===== config.mk =====
export PLATFORM = sky130hd
export DESIGN_NAME = modinv_helper_reduce_precalc
export DESIGN_NICKNAME = d
export VERILOG_FILES = /design/src/rtl/modinv_pkg.sv /design/src/rtl/modinv_helper_adder32.sv /design/src/rtl/modinv_helper_reduce_precalc.sv
export SDC_FILE = /design/constraint.sdc
export NUM_CORES = 1
export LEC_CHECK = 0
export ABC_CLOCK_PERIOD_IN_PS = 3400
export BUFFER_PORTS_ARGS = -buffer_cell sky130_fd_sc_hd__buf_2
export CAP_MARGIN = 10
export CORE_ASPECT_RATIO = 1.4
export CORE_UTILIZATION = 46
export DETAILED_ROUTE_END_ITERATION = 10
export PLACE_DENSITY = 0.73
export SYNTH_ARGS = -nofsm -noshare
export SYNTH_HDL_FRONTEND = slang
export SYNTH_SLANG_ARGS = --single-unit

===== constraint.sdc =====
create_clock -name clk -period 3.4 [get_ports clk]
set_input_delay 0.68 -clock clk [delete_from_list [all_inputs] [get_ports clk]]
set_output_delay 0.68 -clock clk [all_outputs]
set_load 0.02 [all_outputs]

===== src/rtl/modinv_pkg.sv =====
// Shared definitions for the modular invertor helper stages: word width and
// counter sizing helpers.
package modinv_pkg;

    localparam int MODINV_WORD_W = 32;

    function automatic int clog2(input int value);
        int res;
        int rem;
        res = 0;
        rem = value - 1;
        while (rem > 0) begin
            res = res + 1;
            rem = rem >> 1;
        end
        return res;
    endfunction

    // Sequencer states run 0..N+2, so N+3 distinct counts.
    function automatic int proc_cnt_bits(input int num_words);
        return clog2(num_words + 3);
    endfunction

endpackage


===== src/rtl/modinv_helper_adder32.sv =====
// Combinational 32-bit adder with carry-in and carry-out, shared by the
// modular invertor helper stages.
module modinv_helper_adder32
    import modinv_pkg::*;
(
    input  logic [MODINV_WORD_W-1:0] a,
    input  logic [MODINV_WORD_W-1:0] b,
    input  logic                     c_in,
    output logic [MODINV_WORD_W-1:0] sum,
    output logic                     c_out
);

    assign {c_out, sum} = {1'b0, a} + {1'b0, b} + {{MODINV_WORD_W{1'b0}}, c_in};

endmodule


===== src/rtl/modinv_helper_reduce_precalc.sv =====
// Word-serial precalc for the reduce step: u = s >> 1, v = (s + q) >> 1,
// plus the registered parity of s used downstream to pick between them.
//
//   proc_cnt | meaning
//   0        | idle, rdy high, waiting for ena
//   1..N     | read word cnt-1 from s/q buffers
//   2..N+1   | word cnt-2 arrives, add and register
//   3..N+2   | write u/v word cnt-3
module modinv_helper_reduce_precalc
    import modinv_pkg::*;
#(
    parameter int BUFFER_NUM_WORDS = 9,
    parameter int BUFFER_ADDR_BITS = 4
) (
    input  logic                        clk,
    input  logic                        rst,
    input  logic                        ena,
    output logic                        rdy,
    output logic [BUFFER_ADDR_BITS-1:0] s_addr,
    input  logic [MODINV_WORD_W-1:0]    s_din,
    output logic [BUFFER_ADDR_BITS-1:0] q_addr,
    input  logic [MODINV_WORD_W-1:0]    q_din,
    output logic [BUFFER_ADDR_BITS-1:0] u_addr,
    output logic                        u_wren,
    output logic [MODINV_WORD_W-1:0]    u_dout,
    output logic [BUFFER_ADDR_BITS-1:0] v_addr,
    output logic                        v_wren,
    output logic [MODINV_WORD_W-1:0]    v_dout,
    output logic                        s_is_odd
);

    localparam int N     = BUFFER_NUM_WORDS;
    localparam int CNT_W = proc_cnt_bits(N);

    localparam logic [CNT_W-1:0] CNT_IDLE     = '0;
    localparam logic [CNT_W-1:0] CNT_ONE      = CNT_W'(1);
    localparam logic [CNT_W-1:0] CNT_ARR_FST  = CNT_W'(2);
    localparam logic [CNT_W-1:0] CNT_WR_FST   = CNT_W'(3);
    localparam logic [CNT_W-1:0] CNT_RD_LST   = CNT_W'(N);
    localparam logic [CNT_W-1:0] CNT_ARR_LST  = CNT_W'(N + 1);
    localparam logic [CNT_W-1:0] CNT_LAST     = CNT_W'(N + 2);

    logic [CNT_W-1:0] proc_cnt;
    logic [CNT_W-1:0] proc_cnt_nxt;

    logic rd_phase;
    logic arr_phase;
    logic arr_first;
    logic wr_phase;
    logic wr_last;

    logic [MODINV_WORD_W-1:0] s_prev;
    logic [MODINV_WORD_W-1:0] sum_prev;
    logic                     carry;

    logic [MODINV_WORD_W-1:0] sum_cur;
    logic                     carry_cur;
    logic                     add_c_in;
    logic                     u_hi;
    logic                     v_hi;

    always_comb begin
        proc_cnt_nxt = proc_cnt;
        if (proc_cnt == CNT_IDLE) begin
            if (ena) begin
                proc_cnt_nxt = CNT_ONE;
            end
        end else if (proc_cnt == CNT_LAST) begin
            proc_cnt_nxt = CNT_IDLE;
        end else begin
            proc_cnt_nxt = proc_cnt + CNT_ONE;
        end
    end

    always_ff @(posedge clk) begin
        if (rst) begin
            proc_cnt <= CNT_IDLE;
        end else begin
            proc_cnt <= proc_cnt_nxt;
        end
    end

    assign rdy       = (proc_cnt == CNT_IDLE);
    assign rd_phase  = (proc_cnt >= CNT_ONE)     && (proc_cnt <= CNT_RD_LST);
    assign arr_phase = (proc_cnt >= CNT_ARR_FST) && (proc_cnt <= CNT_ARR_LST);
    assign arr_first = (proc_cnt == CNT_ARR_FST);
    assign wr_phase  = (proc_cnt >= CNT_WR_FST)  && (proc_cnt <= CNT_LAST);
    assign wr_last   = (proc_cnt == CNT_LAST);

    assign s_addr = rd_phase ? BUFFER_ADDR_BITS'(proc_cnt - CNT_ONE)    : '0;
    assign q_addr = s_addr;
    assign u_addr = wr_phase ? BUFFER_ADDR_BITS'(proc_cnt - CNT_WR_FST) : '0;
    assign v_addr = u_addr;
    assign u_wren = wr_phase;
    assign v_wren = wr_phase;

    // Word 0 starts a fresh chain, so a carry left by an aborted run is ignored.
    assign add_c_in = arr_first ? 1'b0 : carry;

    modinv_helper_adder32 u_adder (
        .a     (s_din),
        .b     (q_din),
        .c_in  (add_c_in),
        .sum   (sum_cur),
        .c_out (carry_cur)
    );

    always_ff @(posedge clk) begin
        if (rst) begin
            s_prev   <= '0;
            sum_prev <= '0;
            carry    <= 1'b0;
            s_is_odd <= 1'b0;
        end else begin
            if (arr_phase) begin
                s_prev   <= s_din;
                sum_prev <= sum_cur;
                carry    <= carry_cur;
            end
            if (arr_first) begin
                s_is_odd <= s_din[0];
            end
        end
    end

    // Bit 31 of each shifted word comes from bit 0 of the word now on the bus;
    // the top word takes zero for u and the final carry for v.
    always_comb begin
        u_hi = 1'b0;
        v_hi = 1'b0;
        if (wr_last) begin
            v_hi = carry;
        end else if (wr_phase) begin
            u_hi = s_din[0];
            v_hi = sum_cur[0];
        end
    end

    assign u_dout = {u_hi, s_prev[MODINV_WORD_W-1:1]};
    assign v_dout = {v_hi, sum_prev[MODINV_WORD_W-1:1]};

endmodule


==> results of run 1 <==
[routing by layer]
| layer | GRT usage [%] | vias to the layer above | share of wire (%) |
|---|---|---|---|
| met5 | 0 | - | 0 |
| li1 | - | 2344 | - |
| met4 | 10.5 | 0 | 2.6 |
| met3 | 4.61 | 23 | 4.6 |
| met1 | 28.3 | 2152 | 42 |
| met2 | 42.4 | 144 | 51 |
[path summary, 6_finish.rpt]
check / startpoint / to / slack (ps) / cells after the start
max: proc_cnt[0]$_SDFFE_PP0P_ / sum_prev[28]$_SDFFE_PP0P_ / 150 / 15
min: sum_prev[6]$_SDFFE_PP0P_ / sum_prev[6]$_SDFFE_PP0P_ / 450 / 2
max reg2reg: proc_cnt[0]$_SDFFE_PP0P_ / sum_prev[28]$_SDFFE_PP0P_ / 150 / 15
min reg2reg: sum_prev[6]$_SDFFE_PP0P_ / sum_prev[6]$_SDFFE_PP0P_ / 450 / 2
[stage by stage]
step,util (%),setup TNS (ps),total power [mW]
after floorplan,-,0,2.06
after global placement,56.0,0,2.45
after detailed placement,56.0,0,2.48
after CTS,58.9,0,3.36
after global routing,59.4,-18.9,3.56
final,59.4,0,3.35
[Yosys cell counts (all sizes together), types with 5 or more instances]
| cell | n |
|---|---|
| nand2 | 135 |
| a21oi | 97 |
| dfxtp | 68 |
| ha | 36 |
| clkbuf | 26 |
| o21ai | 24 |
| nor2 | 21 |
| buf | 17 |
| a21o | 14 |
| inv | 13 |
| nor3 | 12 |
| xnor2 | 12 |
| nand3 | 11 |
| xor2 | 10 |
| a31oi | 8 |
| and2 | 8 |
| o211ai | 8 |
| nand2b | 7 |
| nand4 | 6 |
| nor3b | 6 |
| a211o | 5 |
| a211oi | 5 |
[timing repair]
action                     4_1_cts  5_1_grt
setup endpoints to repair        1        3
cloned                           0        0
hold buffers                     0        0
resized for setup                0        9
buffers inserted                 1        1
pin swaps                        1        3
[area by class of cell]
type,count,area [sq um],area share [%]
multi-input cells,469,2890,51.7
inverters,13,48.8,0.873
flip-flops and latches,68,1360,24.4
repair buffers,167,878,15.7
clock buffers,13,260,4.66
clock inverters,2,10.0,0.179
well taps,110,138,2.46
[power groups by stage]
| stage | Combinational (mW) | Sequential, mW | Clock (mW) |
|---|---|---|---|
| 2_1_floorplan | 0.819 | 1.24 | 0 |
| 6_report | 1.45 | 1.04 | 0.860 |
| 4_1_cts | 1.44 | 1.04 | 0.879 |
| 3_3_place_gp | 1.40 | 1.05 | 0 |
| 3_5_place_dp | 1.43 | 1.06 | 0 |
| 5_1_grt | 1.59 | 1.06 | 0.910 |
[worst min-delay path: cells and delay by family (launching register included)]
kind / cells / cell delay (ps)
simple gates: 1 / 50
flops: 1 / 300
compound gates: 1 / 50
[logic make-up after synthesis]
| kind of cell | Yosys count |
|---|---|
| flops | 68 |
| mux | 2 |
| fa+ha+maj | 38 |
| buf+inv | 56 |
| compound gates | 184 |
| xor+xnor | 22 |
| simple gates | 223 |
[registers in the layout, summed over array words and instances (netlist names)]
| signal | cells |
|---|---|
| s_prev | 31 |
| sum_prev | 31 |
| proc_cnt | 4 |
| carry | 1 |
| s_is_odd | 1 |
==> reports/qor.csv, run 1 <==
stage;metric;value;unit
yosys;Post-Synth XOR/XNOR Area;4.33;%
placement;dpl ws;78.9;ps
floorplanning;Chip Height;118;um
route;via count;4663;
floorplanning;Initial Util;47.3;%
yosys;Most used DFF post-synth;dfxtp_1;
critical_path;Worst Setup Start Kind;register;
cells_and_area;design area;5590;sq um
power_and_ir_drop;Cell Pwr Density;600;nW/um^2
timing;max-slew violations;0;
yosys;area leader, netlist;dfxtp_1;
critical_path;CP top delay family;compound AO/OA/AOI/OAI gates;
yosys;synthesized cell area;4450;sq um
critical_path;Slowest-stage cell, CP;or4b_4;
yosys;largest family of logic cells by synthesized area;compound AO/OA/AOI/OAI gates;
grt;antenna violations before repair;0;
timing;Fin Clk Skew;4.19;ps
yosys;mux contribution to synthesized area;0.478;%
power_and_ir_drop;switching share of power;40.2;%
cells_and_area;antenna diode count;0;
power_and_ir_drop;switching power;1.35;mW
clocking;CTS sink cnt;68;
yosys;synth top area cells;dfxtp_1 (31%), nand2_1 (11%), a21oi_1 (11%);
timing;Setup-failing EPs final;0;
grt;global-route wire length before repair;19.8;mm
timing;max frequency;308;MHz
route;Routed wire per std cell;14.5;um
grt;GRT overflow;0;
yosys;Post-synth EDFFs;0;
clocking;clk_lat worst skew;340;ps
route;post-route ant nets;0;
yosys;post-synth top area share;30.6;%
grt;pin count of the biggest net entering global routing;44;
critical_path;maximum fanout along the worst path;3;
timing;fin crit share;95.5;%
critical_path;CP required;3660;ps
grt;GRT Resource Usage Total;24.2;%
power_and_ir_drop;Combinational Power Share;43.3;%
timing;post-route minimum period;3250;ps
clocking;clk root buf;clkbuf_16;
critical_path;critical path class;register to register;
yosys;share of flip-flops with an asynchronous set or reset;0;%
yosys;Seq/Total Area, Yosys;30.6;%
cells_and_area;fraction of layout cells with a size suffix above 1;27.3;%
placement;Detailed Place HPWL;9.13;mm
critical_path;CP Capture Type;register;
yosys;syn_nets;698;
placement;IO buf count;150;
power_and_ir_drop;internal power;2.00;mW
critical_path;WP data arrival;3500;ps
yosys;Avg Cell Area, Syn;7.51;sq um
power_and_ir_drop;Worst IR Drop VDD;0.342;mV
timing;Final Hold Vio Count;0;
route;post-route DRC violation count;0;
timing;Slew headroom;58.8;%
power_and_ir_drop;Pleak;2.67;nW
timing;fin worst setup slack;154;ps
yosys;Seq cells post-synth;68;
yosys;compound-cell area share of the yosys netlist;25.0;%
clocking;CTS tree;built;
yosys;Synth Area in Simple Gates;22.9;%
floorplanning;number of placed I/O pins;151;
grt;via count of the first global-routing pass;4409;
critical_path;CP max stage delay;520;ps
cells_and_area;commonest cells after routing, fill and taps aside;buf_2 (150), nand2_1 (135), a21oi_1 (94);
clocking;Max clock buf depth;2;
route;initial DRC count;162;
yosys;yosys warns;0;
power_and_ir_drop;Reg power frac;31.0;%
floorplanning;Floorplan Core Area;9410;sq um
placement;Placed Area;5270;sq um
cells_and_area;Post-Layout Cell Count;842;
power_and_ir_drop;power share of the clock group;25.7;%
floorplanning;Cell Rows;42;
run_status;outcome;finished clean;
yosys;synth unique cells;61;
critical_path;Buf/Inv on CP;2;
critical_path;worst-path cell chain;inv_1 -> ha_1 -> nand2_1 -> and2_4 -> fa_2 -> inv_1 -> fa_2 -> nand2b_4 -> a21oi_4 -> o211ai_2 -> a211o_1 -> o211ai_2 -> a21oi_2 -> or4b_4 -> a31oi_2;
clocking;H-tree depth;3;
clocking;Clock transition at path regs;50;ps
yosys;Synth Area in Adders;11.0;%
route;vias per cell;5.54;
placement;gp weighted congestion;0.910;
min_path;Hold Path Class;register to register;
route;Routed WL;12.2;mm
timing;worst-margin pin slew;617;ps
cells_and_area;fin nets;833;
cells_and_area;Fillers;882;
job;max_cap viols;0;
cells_and_area;Layout Area Growth over Synthesis;25.5;%
floorplanning;Die X;85.2;um
route;drt first pass iters;4;
floorplanning;DIE AREA;10100;sq um
cells_and_area;most common cell after layout, fill and taps aside;buf_2;
yosys;Mapped Cells;593;
clocking;CTS Buf Count;9;
placement;dpl cells;825;
timing;hold slack;448;ps
Note: power is estimated with default switching activity, not from simulation.
==> run 2, diff against run 1 <==
--- a/config.mk
+++ b/config.mk
@@ -9,6 +9,7 @@
 export BUFFER_PORTS_ARGS = -buffer_cell sky130_fd_sc_hd__buf_2
 export CAP_MARGIN = 10
 export CORE_ASPECT_RATIO = 1.4
+export CORE_MARGIN = 2
 export CORE_UTILIZATION = 46
 export DETAILED_ROUTE_END_ITERATION = 10
 export PLACE_DENSITY = 0.73
==> reports/qor.csv, run 2 (synthesis results as in run 1) <==
stage;metric;value;unit;change
clocking;postcts setup bufs;0;;was 1
clocking;Clock transition at path regs;50;ps;about the same
route;via count;4670;;was 4663
route;Routed wire per std cell;14.6;um;was 14.5 um
route;post-route ant nets;0;;unchanged
timing;setup tns final;0;ps;unchanged
clocking;CTS tree;built;;unchanged
timing;Slew headroom;26.7;%;was 58.8%
power_and_ir_drop;Pleak;2.67;nW;about the same
timing;fin worst setup slack;153;ps;was 154 ps
cells_and_area;Post-Layout Cell Count;841;;was 842
grt;antenna violations before repair;0;;unchanged
run_status;outcome;finished clean;;unchanged
clocking;CTS Buf Count;9;;unchanged
timing;Setup-failing EPs final;0;;unchanged
critical_path;worst reg-to-reg path cell count;15;;unchanged
power_and_ir_drop;Cell Pwr Density;614;nW/um^2;was 600 nW/um^2
cells_and_area;Layout Area Growth over Synthesis;25.5;%;unchanged
route;Routed WL;12.3;mm;was 12.2 mm
timing;fin crit share;95.5;%;about the same
grt;via count of the first global-routing pass;4349;;was 4409
critical_path;setup slack, reg-to-reg;150;ps;about the same
timing;post-route minimum period;3250;ps;about the same
critical_path;reg2reg end;sum_prev[28]$_SDFFE_PP0P_;;unchanged
critical_path;Worst Setup Start Kind;register;;unchanged
min_path;worst hold stages;2;;unchanged
critical_path;WP data arrival;3500;ps;about the same
cells_and_area;commonest cells after routing, fill and taps aside;buf_2 (150), nand2_1 (135), a21oi_1 (94);;unchanged
min_path;HP Start;s_prev[5]$_SDFFE_PP0P_;;was sum_prev[6]$_SDFFE_PP0P_
timing;Final Hold Vio Count;0;;unchanged
floorplanning;Floorplan Core Area;9460;sq um;was 9410 sq um
route;initial DRC count;186;;was 162
clocking;Hold Buf Count CTS;0;;unchanged
timing;max-slew violations;0;;unchanged
placement;Placed Area;5270;sq um;unchanged
floorplanning;Initial Util;47.1;%;was 47.3%
floorplanning;number of placed I/O pins;151;;unchanged
critical_path;critical path class;register to register;;unchanged
grt;pin count of the biggest net entering global routing;47;;was 44
cells_and_area;fin nets;831;;was 833
clocking;CTS sink cnt;68;;unchanged
floorplanning;Cell Rows;42;;unchanged
cells_and_area;fraction of layout cells with a size suffix above 1;26.5;%;was 27.3%
cells_and_area;most common cell after layout, fill and taps aside;buf_2;;unchanged
grt;GRT overflow;0;;unchanged
clocking;Max clock buf depth;2;;unchanged
cells_and_area;design area;5590;sq um;unchanged
placement;dpl cells;825;;unchanged
grt;global-route wire length before repair;19.7;mm;was 19.8 mm
power_and_ir_drop;Power Total;3.43;mW;was 3.35 mW
critical_path;maximum fanout along the worst path;4;;was 3
clocking;Gates resized, CTS repair;0;;unchanged
placement;IO buf count;150;;unchanged
route;post-route DRC violation count;0;;unchanged
critical_path;CP required;3660;ps;about the same
clocking;clk_lat worst skew;330;ps;was 340 ps
grt;GRT Resource Usage Total;23.1;%;was 24.2%
critical_path;CP Capture Type;register;;unchanged
timing;RSZ-0062 raised after global routing;false;;
floorplanning;DIE AREA;10500;sq um;was 10100 sq um
cells_and_area;antenna diode count;0;;unchanged
placement;dpl ws;75.8;ps;was 78.9 ps
timing;worst-margin pin slew;1090;ps;was 617 ps
placement;Detailed Place HPWL;9.39;mm;was 9.13 mm
floorplanning;Chip Height;120;um;was 118 um
clocking;H-tree depth;3;;unchanged
critical_path;reg-to-reg startpoint;proc_cnt[0]$_SDFFE_PP0P_;;unchanged
route;drt first pass iters;5;;was 4
timing;max frequency;308;MHz;about the same
route;vias per cell;5.55;;was 5.54
timing;Fin Clk Skew;4.80;ps;was 4.19 ps
job;max_cap viols;0;;unchanged
cells_and_area;Largest regs;s_prev x31, sum_prev x31, proc_cnt x4;;unchanged
min_path;WHS Endpoint;s_prev[5]$_SDFFE_PP0P_;;was sum_prev[6]$_SDFFE_PP0P_
placement;gp weighted congestion;0.888;;was 0.910
min_path;Hold Path Class;register to register;;unchanged
clocking;clk root buf;clkbuf_16;;unchanged
power_and_ir_drop;Worst IR Drop VDD;0.397;mV;was 0.342 mV
floorplanning;Die X;87.2;um;was 85.2 um
[run 2: metal layers]
metal	vias to the layer above	share of wire, %	wire length [um]	GRT usage [%]
met2	155	52	6350	41.1
met4	0	1.5	185	7.40
li1	2342	-	-	-
met3	18	4.8	584	3.55
met5	-	0	0	0
met1	2155	42	5170	28.0
[run 2: cell type report]
| class | instances | area, sq um |
|---|---|---|
| clock inverter | 1 | 30.0 |
| clock buffer | 15 | 268 |
| multi-input combinational | 469 | 2880 |
| tap | 110 | 138 |
| inverter | 13 | 48.8 |
| sequential | 68 | 1360 |
| timing repair buffer | 165 | 863 |
| fill | 910 | 3870 |
[run 2: how the worst max path moves through the flow]
stage                                         from                        end  slack (ps)  depth (start not counted)
after global placement                    s_din[0]  sum_prev[28]$_SDFFE_PP0P_         130                         12
after CTS                 proc_cnt[0]$_SDFFE_PP0P_  sum_prev[28]$_SDFFE_PP0P_          90                         15
after global routing      proc_cnt[0]$_SDFFE_PP0P_  sum_prev[28]$_SDFFE_PP0P_           4                         15
final                     proc_cnt[0]$_SDFFE_PP0P_  sum_prev[28]$_SDFFE_PP0P_         150                         15
after detailed placement                  s_din[0]  sum_prev[30]$_SDFFE_PP0P_          80                         12
after floorplan           proc_cnt[0]$_SDFFE_PP0P_  sum_prev[28]$_SDFFE_PP0P_         160                         15
[run 2: power breakdown]
group	total [mW]	internal, mW	switching, mW
clock	0.939	0.609	0.330
sequential	1.04	0.959	0.0828
combinational	1.45	0.518	0.934
[run 2: critical path, cell delays in order, from the launching register on]
cell and delay [ps]:
dfxtp_1 320, inv_1 60, ha_1 200, nand2_1 80, and2_4 150, fa_2 240, inv_1 60, fa_1 380
nand2b_4 170, a21oi_4 190, o211ai_2 120, a211o_1 320, o211ai_2 130, a21oi_2 100, or4b_1 500, a31oi_1 160
[run 2: per-stage QoR]
stage	hold slack (ps)	utilization, %
final	449	59.1
after global placement	438	55.7
after floorplan	473	-
after detailed placement	443	55.7
after global routing	465	59.1
after CTS	450	58.8
==> run 3, diff against run 2 <==
--- a/config.mk
+++ b/config.mk
@@ -10,9 +10,9 @@
 export CAP_MARGIN = 10
 export CORE_ASPECT_RATIO = 1.4
 export CORE_MARGIN = 2
-export CORE_UTILIZATION = 46
+export CORE_UTILIZATION = 25
 export DETAILED_ROUTE_END_ITERATION = 10
-export PLACE_DENSITY = 0.73
+export PLACE_DENSITY = 0.43
 export SYNTH_ARGS = -nofsm -noshare
 export SYNTH_HDL_FRONTEND = slang
 export SYNTH_SLANG_ARGS = --single-unit
==> constraint.sdc (replaced) <==
create_clock -name clk -period 3.4 [get_ports clk]
set_input_delay 0.34 -clock clk [delete_from_list [all_inputs] [get_ports clk]]
set_output_delay 0.34 -clock clk [all_outputs]
set_load 0.02 [all_outputs]
==> reports/qor.csv, run 3 (synthesis results as in run 1) <==
stage;metric;value;unit;change
timing;RSZ-0062 raised after global routing;false;;unchanged
timing;Fin Clk Skew;8.20;ps;was 4.80 ps
floorplanning;Die X;117;um;was 87.2 um
timing;Setup-failing EPs final;0;;unchanged
critical_path;Worst Setup Start Kind;register;;unchanged
timing;setup tns final;0;ps;unchanged
grt;global-route wire length before repair;23.3;mm;was 19.7 mm
cells_and_area;Post-Layout Cell Count;968;;was 841
cells_and_area;fraction of layout cells with a size suffix above 1;27.2;%;was 26.5%
clocking;Clock transition at path regs;60;ps;was 50 ps
clocking;CTS sink cnt;68;;unchanged
critical_path;CP required;3640;ps;was 3660 ps
placement;IO buf count;150;;unchanged
clocking;CTS tree;built;;unchanged
route;Routed WL;14.4;mm;was 12.3 mm
critical_path;maximum fanout along the worst path;3;;was 4
timing;Final Hold Vio Count;0;;unchanged
timing;Slew headroom;30.1;%;was 26.7%
floorplanning;DIE AREA;18900;sq um;was 10500 sq um
grt;pin count of the biggest net entering global routing;54;;was 47
floorplanning;number of placed I/O pins;151;;unchanged
critical_path;CP top delay family;compound AO/OA/AOI/OAI gates;;unchanged
critical_path;CP Capture Type;register;;unchanged
critical_path;Slowest-stage cell, CP;fa_2;;was or4b_1
floorplanning;Initial Util;25.6;%;was 47.1%
critical_path;WP data arrival;3360;ps;was 3500 ps
route;post-route ant nets;0;;unchanged
grt;antenna violations before repair;0;;unchanged
clocking;Hold Buf Count CTS;0;;unchanged
cells_and_area;commonest cells after routing, fill and taps aside;buf_2 (150), nand2_1 (134), a21oi_1 (94);;was buf_2 (150), nand2_1 (135), a21oi_1 (94)
critical_path;critical path class;register to register;;unchanged
clocking;clk_lat worst skew;340;ps;was 330 ps
cells_and_area;fin nets;832;;was 831
run_status;outcome;finished clean;;unchanged
route;post-route DRC violation count;0;;unchanged
clocking;clk root buf;clkbuf_16;;unchanged
cells_and_area;most common cell after layout, fill and taps aside;buf_2;;unchanged
timing;fin crit share;91.9;%;was 95.5%
grt;GRT overflow;0;;unchanged
placement;Detailed Place HPWL;11.2;mm;was 9.39 mm
route;Max Used Layer;met4;;unchanged
timing;max-slew violations;0;;unchanged
route;vias per cell;4.73;;was 5.55
route;via count;4582;;was 4670
floorplanning;Floorplan Core Area;17400;sq um;was 9460 sq um
power_and_ir_drop;power share of the clock group;27.1;%;was 27.4%
clocking;H-tree depth;3;;unchanged
power_and_ir_drop;Worst IR Drop VDD;0.210;mV;was 0.397 mV
critical_path;CP max stage delay;360;ps;was 500 ps
route;WL met1;6.05;mm;was 5.17 mm
route;met2 routed WL;7.51;mm;was 6.35 mm
route;WL met3;638;um;was 584 um
critical_path;worst-path cell chain;inv_1 -> ha_1 -> nand2_2 -> and2_4 -> fa_2 -> buf_4 -> buf_4 -> a211oi_1 -> o211ai_1 -> nand3_1 -> a211o_1 -> a211o_1 -> a21oi_1 -> or3_1 -> a31o_1;;was inv_1 -> ha_1 -> nand2_1 -> and2_4 -> fa_2 -> inv_1 -> fa_1 -> nand2b_4 -> a21oi_4 -> o211ai_2 -> a211o_1 -> o211ai_2 -> a21oi_2 -> or4b_1 -> a31oi_1
floorplanning;Chip Height;162;um;was 120 um
route;initial DRC count;152;;was 186
route;Routed wire per std cell;14.9;um;was 14.6 um
route;drt first pass iters;4;;was 5
timing;post-route minimum period;3120;ps;was 3250 ps
placement;gp weighted congestion;0.805;;was 0.888
grt;via count of the first global-routing pass;4664;;was 4349
power_and_ir_drop;Pleak;2.67;nW;about the same
placement;dpl cells;949;;was 825
power_and_ir_drop;internal power;2.04;mW;was 2.09 mW
power_and_ir_drop;switching power;1.40;mW;was 1.35 mW
cells_and_area;Fillers;1964;;was 910
clocking;CTS Buf Count;9;;unchanged
power_and_ir_drop;Reg power frac;30.2;%;was 30.3%
power_and_ir_drop;Combinational Power Share;42.7;%;was 42.3%
clocking;Max clock buf depth;2;;unchanged
critical_path;Buf/Inv on CP;3;;was 2
critical_path;setup slack, reg-to-reg;280;ps;was 150 ps
timing;worst-margin pin slew;1050;ps;was 1090 ps
timing;max frequency;320;MHz;was 308 MHz
grt;GRT Resource Usage Total;15.6;%;was 23.1%
power_and_ir_drop;Cell Pwr Density;599;nW/um^2;was 614 nW/um^2
cells_and_area;Largest regs;s_prev x31, sum_prev x31, proc_cnt x4;;unchanged
cells_and_area;antenna diode count;0;;unchanged
floorplanning;Cell Rows;57;;was 42
job;max_cap viols;0;;unchanged
cells_and_area;Layout Area Growth over Synthesis;29.0;%;was 25.5%
min_path;Hold Path Class;input pin to register;;was register to register
power_and_ir_drop;switching share of power;40.7;%;was 39.2%
run 3: cell types whose count changed in the layout (fill, tap and decap cells not counted), sizes merged:
cell | previous run | this run
clkbuf | 15 | 11
clkinv | 0 | 3
buf | 165 | 166
clkinvlp | 0 | 1
run 3: cell type report:
class	instances	area (sq um)	share of cell area, %
clock buffers	11	233	4.05
clock inverters	5	52.6	0.915
inverters	13	48.8	0.849
multi-input cells	469	2880	50.2
flip-flops and latches	68	1360	23.7
well taps	236	295	5.14
repair buffers	166	871	15.2
run 3: through the flow:
stage / hold slack (ps) / cell area, sq um / power, mW / util [%] / setup slack (ps)
after detailed placement: 443 / 5410 / 2.53 / 31.1 / 66.9
after CTS: 233 / 5690 / 3.48 / 32.7 / 59.0
after global routing: 236 / 5750 / 3.70 / 33.0 / 16.9
final: 246 / 5750 / 3.44 / 33.0 / 276
after floorplan: 473 / 4450 / 2.06 / - / 158
after global placement: 439 / 5410 / 2.52 / 31.1 / 128
run 3: repair_timing:
item	in CTS	in global routing
endpoints found under the hold margin	0	0
gates resized for setup	0	8
setup endpoints to repair	0	3
setup buffers	0	3
run 3: power groups by stage:
stage          sequential (mW)  combinational [mW]  clock (mW)
6_report                  1.04                1.47       0.931
4_1_cts                   1.04                1.47       0.963
3_3_place_gp              1.06                1.46           0
5_1_grt                   1.06                1.64       0.997
3_5_place_dp              1.06                1.47           0
2_1_floorplan             1.24               0.819           0
run 3: layer usage:
layer	up-vias	track usage [%]
met5	-	0
met4	0	4.55
met3	11	3.28
met2	98	28.4
met1	2131	18.1
li1	2342	-
run 3: worst paths after layout:
path,endpoint,depth (start not counted),start
max,sum_prev[31]$_SDFFE_PP0P_,15,proc_cnt[0]$_SDFFE_PP0P_
min,s_prev[26]$_SDFFE_PP0P_,3,s_din[26]
max reg2reg,sum_prev[31]$_SDFFE_PP0P_,15,proc_cnt[0]$_SDFFE_PP0P_
min reg2reg,sum_prev[3]$_SDFFE_PP0P_,2,sum_prev[3]$_SDFFE_PP0P_
run 3: tightest hold or removal path: cells and delay by family:
kind                   cells  cell delay (ps)
AOI/OAI and AO/OA          1               50
buffers and inverters      1              100
and+or+nand+nor            1               50
